File: src/rtl/fpga_pkg.sv
// rtl/fpga_pkg.sv - shared widths, frame layout and state encoding for the bus master
package fpga_pkg;

    localparam int FRAME_LEN = 77;
    localparam int DATA_W    = 64;
    localparam int ADDR_W    = 4;
    localparam int CRC_W     = 4;
    localparam int CNT_W     = 7;

    // Frame field positions, MSB is transmitted first
    localparam int START_BIT   = 76;
    localparam int SENDER_HI   = 75;
    localparam int SENDER_LO   = 72;
    localparam int RECEIVER_HI = 71;
    localparam int RECEIVER_LO = 68;
    localparam int DATA_HI     = 67;
    localparam int DATA_LO     = 4;
    localparam int CRC_HI      = 3;
    localparam int CRC_LO      = 0;

    // Count value reached after F[0] has been driven; that cycle is the idle gap
    localparam logic [CNT_W-1:0] GAP_COUNT = CNT_W'(FRAME_LEN);

    typedef enum logic {
        IDLE = 1'b0,
        SEND = 1'b1
    } state_t;

    function automatic logic [FRAME_LEN-1:0] build_frame(
        input logic [ADDR_W-1:0] sender,
        input logic [ADDR_W-1:0] receiver,
        input logic [DATA_W-1:0] data,
        input logic [CRC_W-1:0]  crc
    );
        logic [FRAME_LEN-1:0] f;
        f                         = '0;
        f[START_BIT]              = 1'b1;
        f[SENDER_HI:SENDER_LO]    = sender;
        f[RECEIVER_HI:RECEIVER_LO] = receiver;
        f[DATA_HI:DATA_LO]        = data;
        f[CRC_HI:CRC_LO]          = crc;
        return f;
    endfunction

endpackage

File: src/rtl/fpga_frame_serializer.sv
// rtl/fpga_frame_serializer.sv - loads a 77-bit frame and shifts it out MSB-first with a one-bit idle gap
module frame_serializer
    import fpga_pkg::*;
(
    input  logic                 clock,
    input  logic                 reset,
    input  logic [FRAME_LEN-1:0] frame,
    output logic                 bus_out
);

    state_t               state;
    state_t               state_next;
    logic [FRAME_LEN-1:0] shreg;
    logic [CNT_W-1:0]     cnt;
    logic                 load;
    logic                 shift;

    // State register
    always_ff @(posedge clock) begin
        if (reset) begin
            state <= IDLE;
        end else begin
            state <= state_next;
        end
    end

    // Next-state: every IDLE cycle starts a frame; SEND ends after the gap cycle
    always_comb begin
        state_next = state;
        case (state)
            IDLE:    state_next = SEND;
            SEND:    state_next = (cnt == GAP_COUNT) ? IDLE : SEND;
            default: state_next = IDLE;
        endcase
    end

    // Output decode: load in IDLE, shift while frame bits remain, otherwise drive the gap
    always_comb begin
        load  = 1'b0;
        shift = 1'b0;
        case (state)
            IDLE:    load  = 1'b1;
            SEND:    shift = (cnt != GAP_COUNT);
            default: ;
        endcase
    end

    // Datapath: start bit goes straight to the line on load, the rest follows from the shift register
    always_ff @(posedge clock) begin
        if (reset) begin
            shreg   <= '0;
            cnt     <= '0;
            bus_out <= 1'b0;
        end else if (load) begin
            shreg   <= {frame[FRAME_LEN-2:0], 1'b0};
            cnt     <= CNT_W'(1);
            bus_out <= frame[FRAME_LEN-1];
        end else if (shift) begin
            shreg   <= {shreg[FRAME_LEN-2:0], 1'b0};
            cnt     <= cnt + CNT_W'(1);
            bus_out <= shreg[FRAME_LEN-1];
        end else begin
            cnt     <= '0;
            bus_out <= 1'b0;
        end
    end

endmodule

File: src/rtl/fpga.sv
// rtl/fpga.sv - 16-node shared serial bus master: node select, frame assembly, serializer
module fpga
    import fpga_pkg::*;
(
    input  logic              clock,
    input  logic              reset,
    input  logic [CRC_W-1:0]  CRC1,
    input  logic [CRC_W-1:0]  CRC2,
    input  logic [CRC_W-1:0]  CRC3,
    input  logic [CRC_W-1:0]  CRC4,
    input  logic [CRC_W-1:0]  CRC5,
    input  logic [CRC_W-1:0]  CRC6,
    input  logic [CRC_W-1:0]  CRC7,
    input  logic [CRC_W-1:0]  CRC8,
    input  logic [CRC_W-1:0]  CRC9,
    input  logic [CRC_W-1:0]  CRC10,
    input  logic [CRC_W-1:0]  CRC11,
    input  logic [CRC_W-1:0]  CRC12,
    input  logic [CRC_W-1:0]  CRC13,
    input  logic [CRC_W-1:0]  CRC14,
    input  logic [CRC_W-1:0]  CRC15,
    input  logic [CRC_W-1:0]  CRC16,
    input  logic [DATA_W-1:0] Data1,
    input  logic [DATA_W-1:0] Data2,
    input  logic [DATA_W-1:0] Data3,
    input  logic [DATA_W-1:0] Data4,
    input  logic [DATA_W-1:0] Data5,
    input  logic [DATA_W-1:0] Data6,
    input  logic [DATA_W-1:0] Data7,
    input  logic [DATA_W-1:0] Data8,
    input  logic [DATA_W-1:0] Data9,
    input  logic [DATA_W-1:0] Data10,
    input  logic [DATA_W-1:0] Data11,
    input  logic [DATA_W-1:0] Data12,
    input  logic [DATA_W-1:0] Data13,
    input  logic [DATA_W-1:0] Data14,
    input  logic [DATA_W-1:0] Data15,
    input  logic [DATA_W-1:0] Data16,
    input  logic [ADDR_W-1:0] receiverAddr1,
    input  logic [ADDR_W-1:0] receiverAddr2,
    input  logic [ADDR_W-1:0] receiverAddr3,
    input  logic [ADDR_W-1:0] receiverAddr4,
    input  logic [ADDR_W-1:0] receiverAddr5,
    input  logic [ADDR_W-1:0] receiverAddr6,
    input  logic [ADDR_W-1:0] receiverAddr7,
    input  logic [ADDR_W-1:0] receiverAddr8,
    input  logic [ADDR_W-1:0] receiverAddr9,
    input  logic [ADDR_W-1:0] receiverAddr10,
    input  logic [ADDR_W-1:0] receiverAddr11,
    input  logic [ADDR_W-1:0] receiverAddr12,
    input  logic [ADDR_W-1:0] receiverAddr13,
    input  logic [ADDR_W-1:0] receiverAddr14,
    input  logic [ADDR_W-1:0] receiverAddr15,
    input  logic [ADDR_W-1:0] receiverAddr16,
    input  logic [ADDR_W-1:0] mod,
    output logic              bus_out
);

    logic [CRC_W-1:0]     crc_nodes  [16];
    logic [DATA_W-1:0]    data_nodes [16];
    logic [ADDR_W-1:0]    addr_nodes [16];
    logic [CRC_W-1:0]     sel_crc;
    logic [DATA_W-1:0]    sel_data;
    logic [ADDR_W-1:0]    sel_addr;
    logic [FRAME_LEN-1:0] frame;

    // Index 0 is node 1, matching the mod encoding
    assign crc_nodes  = '{CRC1, CRC2, CRC3, CRC4, CRC5, CRC6, CRC7, CRC8,
                          CRC9, CRC10, CRC11, CRC12, CRC13, CRC14, CRC15, CRC16};
    assign data_nodes = '{Data1, Data2, Data3, Data4, Data5, Data6, Data7, Data8,
                          Data9, Data10, Data11, Data12, Data13, Data14, Data15, Data16};
    assign addr_nodes = '{receiverAddr1, receiverAddr2, receiverAddr3, receiverAddr4,
                          receiverAddr5, receiverAddr6, receiverAddr7, receiverAddr8,
                          receiverAddr9, receiverAddr10, receiverAddr11, receiverAddr12,
                          receiverAddr13, receiverAddr14, receiverAddr15, receiverAddr16};

    // Bus-owner mux and frame assembly; the serializer only samples this on its load cycle
    always_comb begin
        sel_crc  = crc_nodes[mod];
        sel_data = data_nodes[mod];
        sel_addr = addr_nodes[mod];
        frame    = build_frame(mod, sel_addr, sel_data, sel_crc);
    end

    frame_serializer u_serializer (
        .clock   (clock),
        .reset   (reset),
        .frame   (frame),
        .bus_out (bus_out)
    );

endmodule

File: config.mk
export PLATFORM = sky130hd
export DESIGN_NAME = fpga
export DESIGN_NICKNAME = d
export VERILOG_FILES = /design/src/rtl/fpga_pkg.sv /design/src/rtl/fpga_frame_serializer.sv /design/src/rtl/fpga.sv
export SDC_FILE = /design/constraint.sdc
export NUM_CORES = 1
export LEC_CHECK = 0
export ABC_AREA = 1
export BUFFER_PORTS_ARGS = -buffer_cell sky130_fd_sc_hd__buf_2
export CORE_AREA = 2 2 457 459
export CTS_BUF_LIST = sky130_fd_sc_hd__clkbuf_2 sky130_fd_sc_hd__clkbuf_4 sky130_fd_sc_hd__clkbuf_8
export CTS_CLUSTER_DIAMETER = 80
export CTS_CLUSTER_SIZE = 10
export DETAILED_ROUTE_END_ITERATION = 10
export DIE_AREA = 0 0 459 461
export PLACE_DENSITY_LB_ADDON = 0.12
export SLEW_MARGIN = 20
export SYNTH_ARGS = -nofsm -noshare
export SYNTH_HDL_FRONTEND = slang
export SYNTH_SLANG_ARGS = --single-unit
File: constraint.sdc
create_clock -name clock -period 4 [get_ports clock]
set_input_delay 0 -clock clock [delete_from_list [all_inputs] [get_ports clock]]
set_output_delay 0 -clock clock [all_outputs]
set_load 0.02 [all_outputs]
# Yosys cells after proc, flatten, opt, wreduce, memory -nomap -nowiden
# Cells that the tools add are included.
# totals
elab_cells	32
output_inout_bits	1
regBits	85
input_bits	1158
# op_classes
eq_ne	3
n_bitwise	3
addsub	1
order_cmp	1
mux	18
n_reduce_logical	1
# ops
op	count
binary-select mux 64 bit (select 4 bit)	1
two-way mux 77 bit	2
two-way mux 64 bit	2
binary-select mux 4 bit (select 4 bit)	2
two-way mux 4 bit	4
adder 7 x 1 -> 7 bit, second input constant	1
equality test 7 bit, second input constant	1
!= test 7 bit, second input constant	1
two-way mux 1 bit	6
>= comparator 5 bit, second input constant	1
NOT 4 -> 5 bit	1
OR reduction 3 bit	1
!= test 2 bit, second input constant	1
NOT 1 bit	2
case mux 1 bit (2 select lines)	1

# Longest topological paths before layout
# depth
ltp_word	5
depth_mapped	12
mapped_depth_nobuf	10

# Hierarchy
# Synthesis repeated with hierarchy kept, for this count alone.
# unflattened
hier_cells	4116
hier_area_um2	18845.6
# modules_own_cells
module	area_per_inst_um2	seq_area_each_um2	cells_each	n_inst
fpga	14645.3	0.0	3481	1
frame_serializer	4200.3	1701.6	635	1

# Least setup slack after synthesis
# OpenSTA, ideal clock, no wires.
# synth_path
kind	register to register
start	reg u_serializer.cnt[1]
end	reg u_serializer.shreg[10]
setup_ns	0.070
setup_slack_ns	2.552
stages_incl_launch_ff	12
t_arrival_ns	1.377
path_buffers	2
period_less_slack_ns	1.448
t_required_ns	3.930
cell_sequence	dfxtp_1 > inv_1 > ha_1 > nand2_1 > nor2_2 > a21oi_2 > buf_4 > buf_2 > nand2_1 > nand2_1 > inv_1 > a21oi_1
# synth_via
elab_chain_cells	3
# synth_lines
element	line	rtl
start, declared	fpga_frame_serializer.sv:14	logic [CNT_W-1:0] cnt;
start signal, assigned	fpga_frame_serializer.sv:60	cnt <= cnt + CNT_W'(1);
!= test 7 bit	fpga_frame_serializer.sv:43	SEND: shift = (cnt != GAP_COUNT);
two-way mux 1 bit	fpga_frame_serializer.sv:41	case (state)
!= test 2 bit (no source line)	n/a	
end signal, assigned	fpga_frame_serializer.sv:55	shreg <= {frame[FRAME_LEN-2:0], 1'b0};
end signal, assigned	fpga_frame_serializer.sv:59	shreg <= {shreg[FRAME_LEN-2:0], 1'b0};
end, declared	fpga_frame_serializer.sv:13	logic [FRAME_LEN-1:0] shreg;
# Every way passes these cells.
# A chain may end at the register's enable or synchronous reset.

# Worst setup path in the final report
# layout_path
start	in mod[0]
end	reg u_serializer.shreg[16]
# layout_via
elab_chain_cells	5
# layout_lines
element	line	rtl
start, declared	fpga.sv:55	input logic [ADDR_W-1:0] mod,
NOT 4 -> 5 bit (not written as such)	fpga.sv:80	sel_data = data_nodes[mod];
binary-select mux 64 bit (select 4 bit)	fpga.sv:80	
two-way mux 64 bit (not written as such) (2 in series)	fpga.sv:80	
two-way mux 77 bit	fpga_frame_serializer.sv:54	end else if (load) begin
# Every way passes these cells. The select of a mux whose other input is x is not followed.

==> results.cfg <==
[power_and_ir_drop]
p_sw_mw = 2.16
swShare_pct = 49.0
cellPowerDensity_nw_per_um2 = 154
vdd_ir_drop_max_uv = 151
pwr-share-comb_pct = 61.0
p_leak_nw = 17.4
power_frac_seq_pct = 21.3
power.internal_mw = 2.25
clockPowerShare_pct = 17.8

[route]
drt_iter0_markers = 1574
wl_per_cell_um = 20.8
drt-total-wl_mm = 165
drcViolationCount = 0
vias = 28765
first_pass_iters = 5
ant_nets = 0
vias_per_cell = 3.63

[timing]
clock_skew_ps = 24.5
setup_viol = 0
slew_headroom_pct = 42.0
tightest_slew_ps = 870
setup_tns_ps = 0
hold_viol = 0
period_minus_slack_ps = 3870
clock.fmax_ghz = 0.259
maxSlewViolCount = 0
rsz0062_at_grt = false
post-route-period-util_pct = 96.7

[placement]
place_area_sq_um = 26900
place.gp.congestion = 0.874
portBuffers = 1158
dp_hpwl_mm = 133

[grt]
track_usage_pct = 15.0
grt_max_degree = 105
antenna_found_initial = 107
grt_pass1_vias = 29419
grt_pass1_wl_mm = 225
grt_overflow = 0

[final_layout]
nets = 6349
utilization_pct = 13.9
fillCellCount = 25206
drive_above_1_share_pct = 24.0
area_growth_pct = 57.5
final_area_sq_um = 28600

[worst_setup_path]
slowest_stage = dlygate4sd3_1
arrival_ps = 4280
endpoint_kind = flip-flop
path_cells = dlygate4sd3_1 -> buf_12 -> buf_12 -> nand2_1 -> nand3_1 -> dlygate4sd3_1 -> nand3_1 -> dlygate4sd3_1 -> nand3_1 -> dlygate4sd3_1 -> nand2_1 -> dlygate4sd3_1 -> nand2_1 -> a21oi_1
cp_max_fo = 104
critPathTopFamily = buffers and inverters
path_buf_inv = 7
cpMostUsedCell = dlygate4sd3_1
crit_path_max_incr_delay_ps = 570
crit_type = in -> reg
cp.required_ps = 4410
crit_path_start_kind = primary input

[clocking]
cts_tree = yes
cts_root_buf = clkbuf_8
clk_pin_slew_ps = 130
clk_latency_ps = 520
cts_buffers = 9
clockBufferDepth = 2
cts-htree-levels = 3
cts_setup_buffers = 0
cts_sinks = 85

[logic_synthesis]
synth-main-ff-cell = dfxtp_1
synth-edff-count = 0
syn_inst = 4085
yosys_warnings = 0
synthTopCellsByCount = nand2_1 (1818), inv_1 (943), nand3_1 (865)
synth_area_sq_um = 18200
synth.most_common_cell = nand2_1
synthArstFlopShare_pct = 0
yosys.area.top_type = nand2_1
synthTopCellsByArea = nand2_1 (38%), nand3_1 (24%), inv_1 (19%)
seq_area_frac_synth_pct = 9.37
syn-num-nets = 5245
synth_cell_types = 20
synth-seq-cells = 85
yosys.area.top_type_share_pct = 37.6
syn_area_per_cell_sq_um = 4.45

[floorplan]
dieArea_sq_um = 212000
rows = 167
start_util_pct = 8.80
die_h_um = 461
core_sq_um = 206000
fp.dieW_um = 459
io_pins = 1159

[flow_run]
drv_cap = 0

[worst_hold_path]
min_path_type = in -> reg

[outcome]
status = finished, final reports clean
[worst register-to-register path, delay by kind of cell (launching register included)]
family          cells  cell delay [ps]
simple gates        2              220
buf+inv             4             1280
compound gates      2              770
flops               1              390
[sequential cells by signal, indices dropped and copies added, names as in the netlist]
register / count
u_serializer.state: 1
u_serializer.bus_out: 1
u_serializer.cnt: 7
u_serializer.shreg: 76
[cells by family after synthesis]
logic type / count (synthesis) / share of synthesized area [%]
and+or+nand+nor: 2699 / 61.9
adders and majority gates: 2 / 0.138
DFF: 85 / 9.37
AOI/OAI and AO/OA: 81 / 2.29
buffers and inverters: 1218 / 26.3
[metal layers]
| metal | track usage, % | wire (um) | up-vias |
|---|---|---|---|
| met4 | 2.38 | 2340 | 82 |
| met3 | 3.55 | 10800 | 194 |
| li1 | - | - | 14248 |
| met2 | 25.4 | 76300 | 1025 |
| met5 | 0 | 505 | - |
| met1 | 19.4 | 74700 | 13216 |
[cell usage in the layout, fill, tap and decap left out, types with 2 or more instances in the layout]
| cell type | instances |
|---|---|
| nand3_1 | 865 |
| a31oi_1 | 5 |
| dfxtp_1 | 85 |
| ha_1 | 2 |
| dlygate4sd3_1 | 141 |
| clkinvlp_4 | 2 |
| nor2_1 | 7 |
| inv_8 | 2 |
| clkbuf_8 | 12 |
| buf_12 | 23 |
| nor4_1 | 2 |
| clkinv_4 | 2 |
| nor3_1 | 2 |
| buf_4 | 42 |
| nor3b_1 | 2 |
| diode_2 | 17 |
| a21oi_1 | 75 |
| inv_1 | 943 |
| buf_2 | 1153 |
| nand2_1 | 1818 |
[power by group through the flow]
stage	Combinational, mW	Clock (mW)	Sequential [mW]
5_1_grt	3.02	0.892	0.946
2_1_floorplan	1.23	0	0.946
4_1_cts	2.77	0.898	0.939
6_report	2.69	0.783	0.938
3_3_place_gp	2.62	0	0.959
3_5_place_dp	2.60	0	0.958
[stage by stage]
stage                     std cells  total power, mW  hold slack [ps]  setup WS [ps]
after detailed placement       7741             3.56              406           1370
after global placement         7741             3.58              404           1370
after floorplan                4085             2.17              302           2550
after global routing           7906             4.86             80.5           64.7
after CTS                      7898             4.61            0.322            107
final                          7915             4.41             88.9            132
[path summary, 6_finish.rpt]
path | start | to | slack [ps] | cells past startpoint
hold / removal | Data8[32] | u_serializer.shreg[37]$_SDFFE_PP0P_ | 90 | 9
setup reg to reg | u_serializer.state$_SDFF_PP0_ | u_serializer.shreg[59]$_SDFFE_PP0P_ | 1300 | 8
hold reg to reg | u_serializer.state$_SDFF_PP0_ | u_serializer.cnt[0]$_SDFF_PP0_ | 500 | 1
setup / recovery | mod[0] | u_serializer.shreg[16]$_SDFFE_PP0P_ | 130 | 14
[final cells by class]
type / count / area [sq um] / area share [%]
clock buffer: 12 / 159 / 0.556
tap: 2704 / 3380 / 11.8
sequential: 85 / 1700 / 5.95
antenna: 17 / 42.5 / 0.149
timing repair buffer: 1362 / 8000 / 28.0
clock inverter: 4 / 32.5 / 0.114
inverter: 949 / 3600 / 12.6
multi-input combinational: 2782 / 11700 / 40.9
[timing repair]
action,4_1_cts,5_1_grt
hold buffers,141,0
setup endpoints to repair,0,7
endpoints found under the hold margin,63,0
resized for setup,0,3
No activity file was read; power rests on OpenSTA's default activity.
